===== src/rtl/mem_arb_pkg.sv =====
// Shared types and constants for the unified-memory arbiter.
// Holds the FSM state encoding, the requester port ids and the word-alignment helper.
package mem_arb_pkg;

  typedef enum logic [1:0] {
    IDLE   = 2'd0,
    ACCESS = 2'd1,
    DONE   = 2'd2
  } state_t;

  localparam logic PORT_I = 1'b0;
  localparam logic PORT_D = 1'b1;

  localparam logic [1:0] WORD_MASK = 2'b11;

  function automatic logic misaligned(input logic [1:0] lsb);
    return (lsb & WORD_MASK) != 2'b00;
  endfunction

endpackage


===== src/rtl/mem_arbiter_if.sv =====
// Request/response bundle for the fetch and load/store ports plus the memory side.
// slave is the arbiter's view; master is the view of the core and memory around it.
interface mem_arbiter_if #(
  parameter int ADDR_W = 32
);
  logic              i_req;
  logic [ADDR_W-1:0] i_addr;
  logic              i_done;
  logic [31:0]       i_rdata;
  logic              i_err;

  logic              d_req;
  logic              d_we;
  logic [ADDR_W-1:0] d_addr;
  logic [31:0]       d_wdata;
  logic              d_done;
  logic [31:0]       d_rdata;
  logic              d_err;

  logic              busy;
  logic              mem_write;
  logic [ADDR_W-1:0] mem_adr;
  logic [31:0]       mem_wdata;
  logic [31:0]       mem_rdata;

  modport slave (
    input  i_req, i_addr, d_req, d_we, d_addr, d_wdata, mem_rdata,
    output i_done, i_rdata, i_err, d_done, d_rdata, d_err,
           busy, mem_write, mem_adr, mem_wdata
  );

  modport master (
    output i_req, i_addr, d_req, d_we, d_addr, d_wdata, mem_rdata,
    input  i_done, i_rdata, i_err, d_done, d_rdata, d_err,
           busy, mem_write, mem_adr, mem_wdata
  );

endinterface


===== src/rtl/mem_arb_pick.sv =====
// Combinational winner select between fetch and load/store requests.
// Fixed mode always favours D; round-robin mode gives a tie to the port not served last.
module mem_arb_pick
  import mem_arb_pkg::*;
#(
  parameter int RR_MODE = 0
) (
  input  logic i_req,
  input  logic d_req,
  input  logic last_served,
  output logic pick,
  output logic vld
);

  always_comb begin
    vld  = i_req | d_req;
    pick = PORT_D;
    if (i_req && d_req) begin
      pick = (RR_MODE != 0) ? ~last_served : PORT_D;
    end else if (i_req) begin
      pick = PORT_I;
    end
  end

endmodule


===== src/rtl/mem_arbiter.sv =====
// Shares one single-port memory between fetch (I) and load/store (D); done pulses 2 cycles after the request.
// Requesters hold req until their done; one access per 3 cycles, bad addresses finish without touching memory.
module mem_arbiter
  import mem_arb_pkg::*;
#(
  parameter int ADDR_W    = 32,
  parameter int MEM_BYTES = 65536,
  parameter int RR_MODE   = 0
) (
  input  logic         clk,
  input  logic         rst_n,
  mem_arbiter_if.slave bus
);

  localparam logic [ADDR_W-1:0] MAX_ADDR = ADDR_W'(MEM_BYTES - 4);

  state_t            state;
  logic              lat_port;
  logic              lat_err;
  logic              last_served;

  logic              pick_port;
  logic              pick_vld;
  logic [ADDR_W-1:0] sel_addr;
  logic              sel_we;
  logic              sel_err;

  logic              i_done_q;
  logic              i_err_q;
  logic [31:0]       i_rdata_q;
  logic              d_done_q;
  logic              d_err_q;
  logic [31:0]       d_rdata_q;
  logic              busy_q;
  logic              mem_write_q;
  logic [ADDR_W-1:0] mem_adr_q;
  logic [31:0]       mem_wdata_q;

  mem_arb_pick #(
    .RR_MODE (RR_MODE)
  ) u_pick (
    .i_req       (bus.i_req),
    .d_req       (bus.d_req),
    .last_served (last_served),
    .pick        (pick_port),
    .vld         (pick_vld)
  );

  always_comb begin
    sel_addr = (pick_port == PORT_D) ? bus.d_addr : bus.i_addr;
    sel_we   = (pick_port == PORT_D) && bus.d_we;
    sel_err  = misaligned(sel_addr[1:0]) || (sel_addr > MAX_ADDR);
  end

  // mem_write is a register so an asynchronous reset removes it mid-access.
  always_ff @(posedge clk or negedge rst_n) begin
    if (!rst_n) begin
      state       <= IDLE;
      lat_port    <= PORT_I;
      lat_err     <= 1'b0;
      last_served <= PORT_I;
      i_done_q    <= 1'b0;
      i_err_q     <= 1'b0;
      i_rdata_q   <= '0;
      d_done_q    <= 1'b0;
      d_err_q     <= 1'b0;
      d_rdata_q   <= '0;
      busy_q      <= 1'b0;
      mem_write_q <= 1'b0;
      mem_adr_q   <= '0;
      mem_wdata_q <= '0;
    end else begin
      case (state)
        IDLE: begin
          if (pick_vld) begin
            lat_port    <= pick_port;
            lat_err     <= sel_err;
            last_served <= pick_port;
            mem_adr_q   <= sel_addr;
            mem_wdata_q <= bus.d_wdata;
            mem_write_q <= sel_we && !sel_err;
            busy_q      <= 1'b1;
            state       <= ACCESS;
          end
        end
        ACCESS: begin
          mem_write_q <= 1'b0;
          if (lat_port == PORT_D) begin
            d_done_q  <= 1'b1;
            d_err_q   <= lat_err;
            d_rdata_q <= lat_err ? 32'h0 : bus.mem_rdata;
          end else begin
            i_done_q  <= 1'b1;
            i_err_q   <= lat_err;
            i_rdata_q <= lat_err ? 32'h0 : bus.mem_rdata;
          end
          state <= DONE;
        end
        DONE: begin
          i_done_q <= 1'b0;
          i_err_q  <= 1'b0;
          d_done_q <= 1'b0;
          d_err_q  <= 1'b0;
          busy_q   <= 1'b0;
          state    <= IDLE;
        end
        default: begin
          mem_write_q <= 1'b0;
          busy_q      <= 1'b0;
          state       <= IDLE;
        end
      endcase
    end
  end

  assign bus.i_done    = i_done_q;
  assign bus.i_err     = i_err_q;
  assign bus.i_rdata   = i_rdata_q;
  assign bus.d_done    = d_done_q;
  assign bus.d_err     = d_err_q;
  assign bus.d_rdata   = d_rdata_q;
  assign bus.busy      = busy_q;
  assign bus.mem_write = mem_write_q;
  assign bus.mem_adr   = mem_adr_q;
  assign bus.mem_wdata = mem_wdata_q;

endmodule


===== src/flat_wrapper.sv =====
// flat-port wrapper written by rule: the top's interface ports become plain ports
module mem_arbiter_flat import mem_arb_pkg::*;
#(
  parameter int ADDR_W    = 32,
  parameter int MEM_BYTES = 65536,
  parameter int RR_MODE   = 0
)
  (clk, rst_n, bus_i_req, bus_i_addr, bus_d_req, bus_d_we, bus_d_addr, bus_d_wdata, bus_mem_rdata, bus_i_done, bus_i_rdata, bus_i_err, bus_d_done, bus_d_rdata, bus_d_err, bus_busy, bus_mem_write, bus_mem_adr, bus_mem_wdata);
  mem_arbiter_if #(.ADDR_W(ADDR_W)) bus_i ();
  input  logic clk;
  input  logic rst_n;
  input wire logic [$bits(bus_i.i_req)-1:0] bus_i_req;
  input wire logic [$bits(bus_i.i_addr)-1:0] bus_i_addr;
  input wire logic [$bits(bus_i.d_req)-1:0] bus_d_req;
  input wire logic [$bits(bus_i.d_we)-1:0] bus_d_we;
  input wire logic [$bits(bus_i.d_addr)-1:0] bus_d_addr;
  input wire logic [$bits(bus_i.d_wdata)-1:0] bus_d_wdata;
  input wire logic [$bits(bus_i.mem_rdata)-1:0] bus_mem_rdata;
  output wire logic [$bits(bus_i.i_done)-1:0] bus_i_done;
  output wire logic [$bits(bus_i.i_rdata)-1:0] bus_i_rdata;
  output wire logic [$bits(bus_i.i_err)-1:0] bus_i_err;
  output wire logic [$bits(bus_i.d_done)-1:0] bus_d_done;
  output wire logic [$bits(bus_i.d_rdata)-1:0] bus_d_rdata;
  output wire logic [$bits(bus_i.d_err)-1:0] bus_d_err;
  output wire logic [$bits(bus_i.busy)-1:0] bus_busy;
  output wire logic [$bits(bus_i.mem_write)-1:0] bus_mem_write;
  output wire logic [$bits(bus_i.mem_adr)-1:0] bus_mem_adr;
  output wire logic [$bits(bus_i.mem_wdata)-1:0] bus_mem_wdata;
  assign bus_i.i_req = bus_i_req;
  assign bus_i.i_addr = bus_i_addr;
  assign bus_i.d_req = bus_d_req;
  assign bus_i.d_we = bus_d_we;
  assign bus_i.d_addr = bus_d_addr;
  assign bus_i.d_wdata = bus_d_wdata;
  assign bus_i.mem_rdata = bus_mem_rdata;
  assign bus_i_done = bus_i.i_done;
  assign bus_i_rdata = bus_i.i_rdata;
  assign bus_i_err = bus_i.i_err;
  assign bus_d_done = bus_i.d_done;
  assign bus_d_rdata = bus_i.d_rdata;
  assign bus_d_err = bus_i.d_err;
  assign bus_busy = bus_i.busy;
  assign bus_mem_write = bus_i.mem_write;
  assign bus_mem_adr = bus_i.mem_adr;
  assign bus_mem_wdata = bus_i.mem_wdata;
  mem_arbiter #(.ADDR_W(ADDR_W), .MEM_BYTES(MEM_BYTES), .RR_MODE(RR_MODE)) u_core (.clk(clk), .rst_n(rst_n), .bus(bus_i));
endmodule

===== config.mk =====
export PLATFORM = sky130hd
export DESIGN_NAME = mem_arbiter_flat
export DESIGN_NICKNAME = d
export VERILOG_FILES = /design/src/rtl/mem_arb_pkg.sv /design/src/rtl/mem_arbiter_if.sv /design/src/rtl/mem_arb_pick.sv /design/src/rtl/mem_arbiter.sv /design/src/flat_wrapper.sv
export SDC_FILE = /design/constraint.sdc
export NUM_CORES = 1
export LEC_CHECK = 0
export CAP_MARGIN = 20
export CORE_MARGIN = 2
export CORE_UTILIZATION = 45
export DETAILED_ROUTE_END_ITERATION = 6
export HOLD_SLACK_MARGIN = 0.03
export PLACE_DENSITY = 0.86
export SETUP_SLACK_MARGIN = 0.4
export SYNTH_ARGS = -nofsm -noshare
export SYNTH_HDL_FRONTEND = slang
export SYNTH_HIERARCHICAL = 1
export SYNTH_SLANG_ARGS = --single-unit

===== constraint.sdc =====
create_clock -name clk -period 1.8 [get_ports clk]
set_input_delay 0.27 -clock clk [delete_from_list [all_inputs] [get_ports clk]]
set_output_delay 0.27 -clock clk [all_outputs]
set_load 0.1 [all_outputs]

==> flow_summary.yaml, run 1 <==
status:
  status: "completed"
sta:
  hold_viol_final: 0
  rsz0062_at_grt: "true"
  finClkSkew_ps: 12.4
  worst_slew_pin_slew_ps: 504
  setup_slack_ps: 383
  setup_violations: 0
  period_share: 0.787
  period_needed_ps: 1420
  fin_setup_tns_ps: 0
  slew_headroom: 0.664
  clock.fmax_ghz: 0.706
  drv_slew: 0
  holdWs_ps: 377
synthesis:
  synth.cell_area_sq_um: 5760
  synth_mux_area_frac: 0.0573
  ys_seq_elements: 138
  synth-compound-area-share: 0.0990
  syn-num-nets: 705
  synth_xor_area_frac: 0
  synth_adder_area_share: 0
  ys.warnings.count: 6
  synth_top_family_by_area: "simple AND/OR/NAND/NOR gates"
  synth_simple_gate_area_frac: 0.193
  ys_seq_area_frac: 0.599
  ys_types: 27
  synthCells: 572
  syn_area_per_cell_sq_um: 10.1
clock_network:
  clk_pin_slew_ps: 60
  cts_root_buffer: "clkbuf_16"
  cts_buffer_depth: 2
  numCtsBuffers: 17
  cts_tree: "built"
  clock_sinks: 138
  cts_htree_levels: 4
  clock_latency_ps: 410
critical_path:
  reg2reg_depth: 6
  required_ps: 2100
  cp.buffers_inverters: 2
  worstReg2RegEnd: "u_core/bus.mem_wdata[4]"
  arrival_ps: 1720
  r2r_start: "u_core/state[1]"
  cp-start-kind: "primary input"
  worstSetupEndpointType: "flip-flop"
  critPathKind: "in -> reg"
  critical_path.top_delay_family: "buffers and inverters"
  r2r_setup_slack_ps: 450
  crit_path_max_incr_delay_ps: 480
  crit_chain: "clkdlybuf4s50_1, nand2b_2, buf_6, mux2i_1, nor3_2, a32o_1"
  crit_cells: 6
  slowest_stage: "clkdlybuf4s50_1"
  cp_max_fo: 9
power:
  p_total_mw: 18.2
  vdd_drop_max_uv: 2320
  leakagePower_nw: 4.38
  pwr_density_cell_nw_per_um2: 2000
die:
  placementRows: 41
  die_height_um: 117
  die_x_um: 117
  io_pins: 267
  start_util: 0.458
  core_sq_um: 12600
  die-area_sq_um: 13700
place:
  pre_cts_ws_ps: -48.2
  dp_hpwl_um: 12400
  portBuffers: 266
  placed_area_sq_um: 8470
  gp_congestion: 0.864
grt:
  grt_max_degree: 65
  grt_pass1_wl_um: 25000
  antenna_found_initial: 0
  grt_pass1_vias: 5085
  track_usage: 0.239
  overflow: 0
drt:
  wirelength_um: 16900
  drc: 0
  drt-vias-per-instance: 5.04
  firstDrtPassIters: 5
  drtAntennaViolNets: 0
  dr.first_iter.drc_count: 454
  num_vias: 5181
  wl_per_cell_um: 16.4
cells_and_area:
  final_nets: 976
  fin_area_sq_um: 9110
  register_area_sq_um: 3460
  drive_above_1_share: 0.228
  area_growth_pct: 58.1
  n_fill_cell: 853
  multiInputGateArea_sq_um: 2030
  antenna_cells: 0
flow_run:
  drv_cap: 0
worst_hold_path:
  hold_class: "in -> async"
what timing repair did:
item                                    4_1_cts  5_1_grt
hold endpoints to repair                     47        0
endpoints found under the setup margin       62       38
cloned                                        0        1
setup buffers                                 0        2
pin swaps                                     0        0
hold buffers                                  1        0
resized for setup                             3        6
how the worst max path moves through the flow:
stage | from | end
2_1_floorplan | u_core/bus.d_err | u_core/bus.d_err
3_3_place_gp | bus_i_req | u_core/lat_err
3_5_place_dp | bus_i_req | u_core/bus.mem_wdata[4]
4_1_cts | u_core/state[1] | u_core/lat_err
5_1_grt | bus_d_req | u_core/bus.mem_write
6_report | bus_d_req | u_core/bus.mem_write
Yosys cell counts:
master / number / area share
nand2_1: 201 / 0.13
dfrtp_1: 138 / 0.60
o21ai_1: 67 / 0.058
o21ai_0: 35 / 0.030
nand2b_1: 34 / 0.037
mux2i_1: 33 / 0.057
buf_6: 16 / 0.031
nor4_1: 8 / 0.0087
buf_4: 7 / 0.0091
buf_2: 5 / 0.0043
a21oi_1: 3 / 0.0026
a32o_1: 3 / 0.0052
clkbuf_1: 3 / 0.0020
clkbuf_2: 2 / 0.0017
inv_1: 2 / 0.0013
inv_2: 2 / 0.0013
nand2_4: 2 / 0.0039
nor3_1: 2 / 0.0017
a21o_1: 1 / 0.0013
a22oi_1: 1 / 0.0013
and4_1: 1 / 0.0015
nand3_1: 1 / 0.00087
nand3_4: 1 / 0.0030
nor2_1: 1 / 0.00065
nor2b_4: 1 / 0.0024
nor3b_1: 1 / 0.0013
or2_1: 1 / 0.0011
through the flow:
stage | std cells | util
6_report | 1028 | 0.725
5_1_grt | 1028 | 0.725
4_1_cts | 1025 | 0.719
3_5_place_dp | 992 | 0.674
3_3_place_gp | 992 | 0.674
2_1_floorplan | 572 | -
report_power, final:
| group | internal [mW] | switching, mW |
|---|---|---|
| registers | 3.94 | 0.683 |
| logic | 2.48 | 7.82 |
| clock network | 1.94 | 1.33 |
| total | 8.37 | 9.84 |
state kept, by name, summed over array words and instances, names as in the netlist, 2 cells and up:
| name | cells |
|---|---|
| u_core/bus.mem_wdata | 32 |
| u_core/bus.i_rdata | 32 |
| u_core/state | 2 |
| u_core/bus.mem_adr | 32 |
| u_core/bus.d_rdata | 32 |
cell usage in the layout (no fill, tap or decap), types with 2 or more instances in the layout:
cell / count
a32o_1: 3
dfrtp_1: 136
buf_4: 123
nand2b_1: 33
clkbuf_16: 18
nor4_1: 7
o21ai_1: 67
clkinvlp_4: 4
mux2i_1: 33
a21oi_1: 3
o21ai_0: 35
clkinv_4: 2
dfrtp_2: 2
nand2_4: 2
inv_6: 4
clkinv_2: 3
nand2_1: 201
clkdlybuf4s50_1: 131
buf_6: 3
inv_1: 2
buf_12: 26
logic make-up (layout without fill, tap and decap cells):
family	after synthesis	in the layout
buf+inv	37	321
simple gates	254	254
compound gates	110	110
mux	33	33
flops	138	138
worst register-to-register path: stages (launching register included):
cell and delay [ps]:
dfrtp_2 480, inv_4 120, nand3_4 120, buf_4 180, buf_12 170, nand2_1 90
nand2_1 70
per-layer routing:
metal | GRT usage | up-vias | wire [um]
met3 | 0.0577 | 35 | 1170
met5 | 0 | - | 0
met1 | 0.278 | 2445 | 6490
met2 | 0.425 | 265 | 8810
met4 | 0.0925 | 0 | 412
li1 | - | 2436 | -
cell type report:
cell class                 count  area share
sequential                   138       0.379
timing repair buffer         285       0.310
tap                          172      0.0236
clock buffer                  19      0.0486
inverter                       4     0.00247
multi-input combinational    397       0.223
clock inverter                13      0.0131
Power figures use the tool's default switching activity.
==> inputs of run 2 (changes only) <==
- CORE_UTILIZATION: 45 -> 37
- PLACE_DENSITY: 0.86 -> 0.76
- clock period: 1.8 -> 1.2 ns (I/O delays scaled with it)
==> run 2 against run 1 <==
Effect of this change:
- sequential share of layout area down 6.8 points
- first-iteration DRC count shrank 26%
- register-to-register slack lost 590 ps
- the flow now finishes with violations (negative setup slack)
- non-clock buffer count rose by 88
- sequential cell count did not move
- core utilization grew 11 points
- clock skew grew 1.8 ps
- count of clock-buffer cells in the layout increased by 3
- setup slack worse by 520 ps
- largest power group unchanged
- final cell count up 10%
==> flow_summary.yaml, run 2 (synthesis gave the netlist of run 1 again) <==
die:
  die-area_sq_um: 16600
  core_sq_um: 15200
  io_pins: 267
  die_x_um: 129
  start_util: 0.379
  die_height_um: 129
  placementRows: 45
critical_path:
  cp-start-kind: "flip-flop"
  required_ps: 1510
  cp_max_fo: 10
  worstSetupEndpointType: "flip-flop"
  critPathKind: "reg -> reg"
  arrival_ps: 1650
place:
  portBuffers: 266
  dp.cells: 1031
  dp_hpwl_um: 14100
  gp_congestion: 0.870
drt:
  wl_per_cell_um: 21.0
  drt-vias-per-instance: 5.18
  num_vias: 5874
  drtAntennaViolNets: 0
  drc: 0
  wirelength_um: 23800
  firstDrtPassIters: 4
  dr.first_iter.drc_count: 334
cells_and_area:
  layout.cells.non_filler: 1133
  layout_common_cells: "148 x buf_12, 134 x dfrtp_4, 129 x clkdlybuf4s50_1, 126 x nand2_1, 69 x o21ai_1"
  multiInputGateArea_sq_um: 2530
  final_nets: 1065
  n_fill_cell: 723
  register_area_sq_um: 3960
  layout_commonest_cell: "buf_12"
  final_core_util: 0.837
  drive_above_1_share: 0.559
  area_growth_pct: 121
  antenna_cells: 0
grt:
  antenna_found_initial: 0
  grt_max_degree: 46
  grt_pass1_vias: 5798
  track_usage: 0.241
  grt_pass1_wl_um: 30800
  overflow: 0
clock_network:
  clock_latency_ps: 420
  clk_pin_slew_ps: 60
  numCtsBuffers: 17
  cts_root_buffer: "clkbuf_16"
  cts_buffer_depth: 2
  cts_tree: "built"
  cts_htree_levels: 4
  clock_sinks: 138
sta:
  rsz0062_at_grt: "true"
  period_share: 1.11
  clock.fmax_ghz: 0.748
  hold_viol_final: 0
  slew_headroom: 0.750
  finClkSkew_ps: 14.2
  period_needed_ps: 1340
  setup_violations: 240
  setup_slack_ps: -136
  drv_slew: 0
  worst_slew_pin_slew_ps: 371
  holdWs_ps: 232
status:
  violations: "negative setup slack"
  status: "complete, but fails checks"
power:
  vdd_drop_max_uv: 2960
  pwr_density_cell_nw_per_um2: 2850
  leakagePower_nw: 5.42
worst_hold_path:
  hold_class: "in -> async"
flow_run:
  drv_cap: 0
==> run 2: cell count changes in the layout (fill, tap and decap cells not counted), moves of 13 or more <==
cell       delta
dfrtp_1     -133
o21ai_2      +28
clkbuf_16    +13
o21ai_0      -31
nand2_2      +50
dfrtp_4     +134
nand2_4      +24
nand2_1      -75
buf_12      +122
buf_4        -60
==> run 2: worst max-delay path, stage by stage (launching register included) <==
cell and delay [ps]:
dfrtp_1 420, nor2b_4 190, buf_12 140, nand2_8 100
clkbuf_16 180, o21ai_1 200
==> run 2: timing repair <==
item | in CTS | in global routing
hold buffers | 1 | 0
buffers inserted | 13 | 32
resized for setup | 40 | 151
endpoints found under the hold margin | 138 | 0
pin swaps | 5 | 56
cloned | 3 | 21
setup endpoints to repair | 271 | 357
==> run 2: per-stage QoR <==
| stage | power, mW | setup slack [ps] | instance area, sq um | TNS (ps) |
|---|---|---|---|---|
| floorplan | 19.1 | 59.7 | 6280 | 0 |
| global placement | 25.9 | -427 | 10600 | -23640 |
| detailed placement | 26.3 | -508 | 10600 | -28870 |
| CTS | 32.6 | -86.4 | 11500 | -12050 |
| global route | 37.3 | -186 | 12700 | -22220 |
| finish | 36.2 | -136 | 12700 | -13180 |
==> run 2: metal layers <==
metal | GRT usage | wire length, um | vias to the layer above
li1 | - | - | 2619
met5 | 0 | 6 | -
met3 | 0.0815 | 1770 | 39
met4 | 0.0767 | 469 | 2
met1 | 0.269 | 8600 | 2961
met2 | 0.432 | 13000 | 253
==> run 2: where the power goes <==
| part | internal [mW] | switching [mW] |
|---|---|---|
| sequential | 6.68 | 1.51 |
| clock | 3.44 | 2.03 |
| combinational | 8.73 | 13.8 |
==> run 2: path summary, 6_finish.rpt <==
kind | start | endpoint | slack [ps] | cells after the start
max reg2reg | u_core/state[0] | u_core/bus.d_rdata[8] | -140 | 5
min reg2reg | u_core/bus.mem_wdata[9] | u_core/bus.mem_wdata[9] | 550 | 2
max | u_core/state[0] | u_core/bus.d_rdata[8] | -140 | 5
min in group clk | bus_d_wdata[28] | u_core/bus.mem_wdata[28] | 310 | 3
max in group asynchronous | rst_n | u_core/bus.i_rdata[9] | 460 | 3
min | rst_n | u_core/bus.i_rdata[16] | 230 | 2
==> run 2: area by class of cell <==
type,count,area share
Clock buffer,22,0.0373
Clock inverter,10,0.0110
Inverter,4,0.00265
Multi-Input combinational cell,398,0.199
Sequential cell,138,0.311
Tap cell,188,0.0185
Timing Repair Buffer,373,0.421
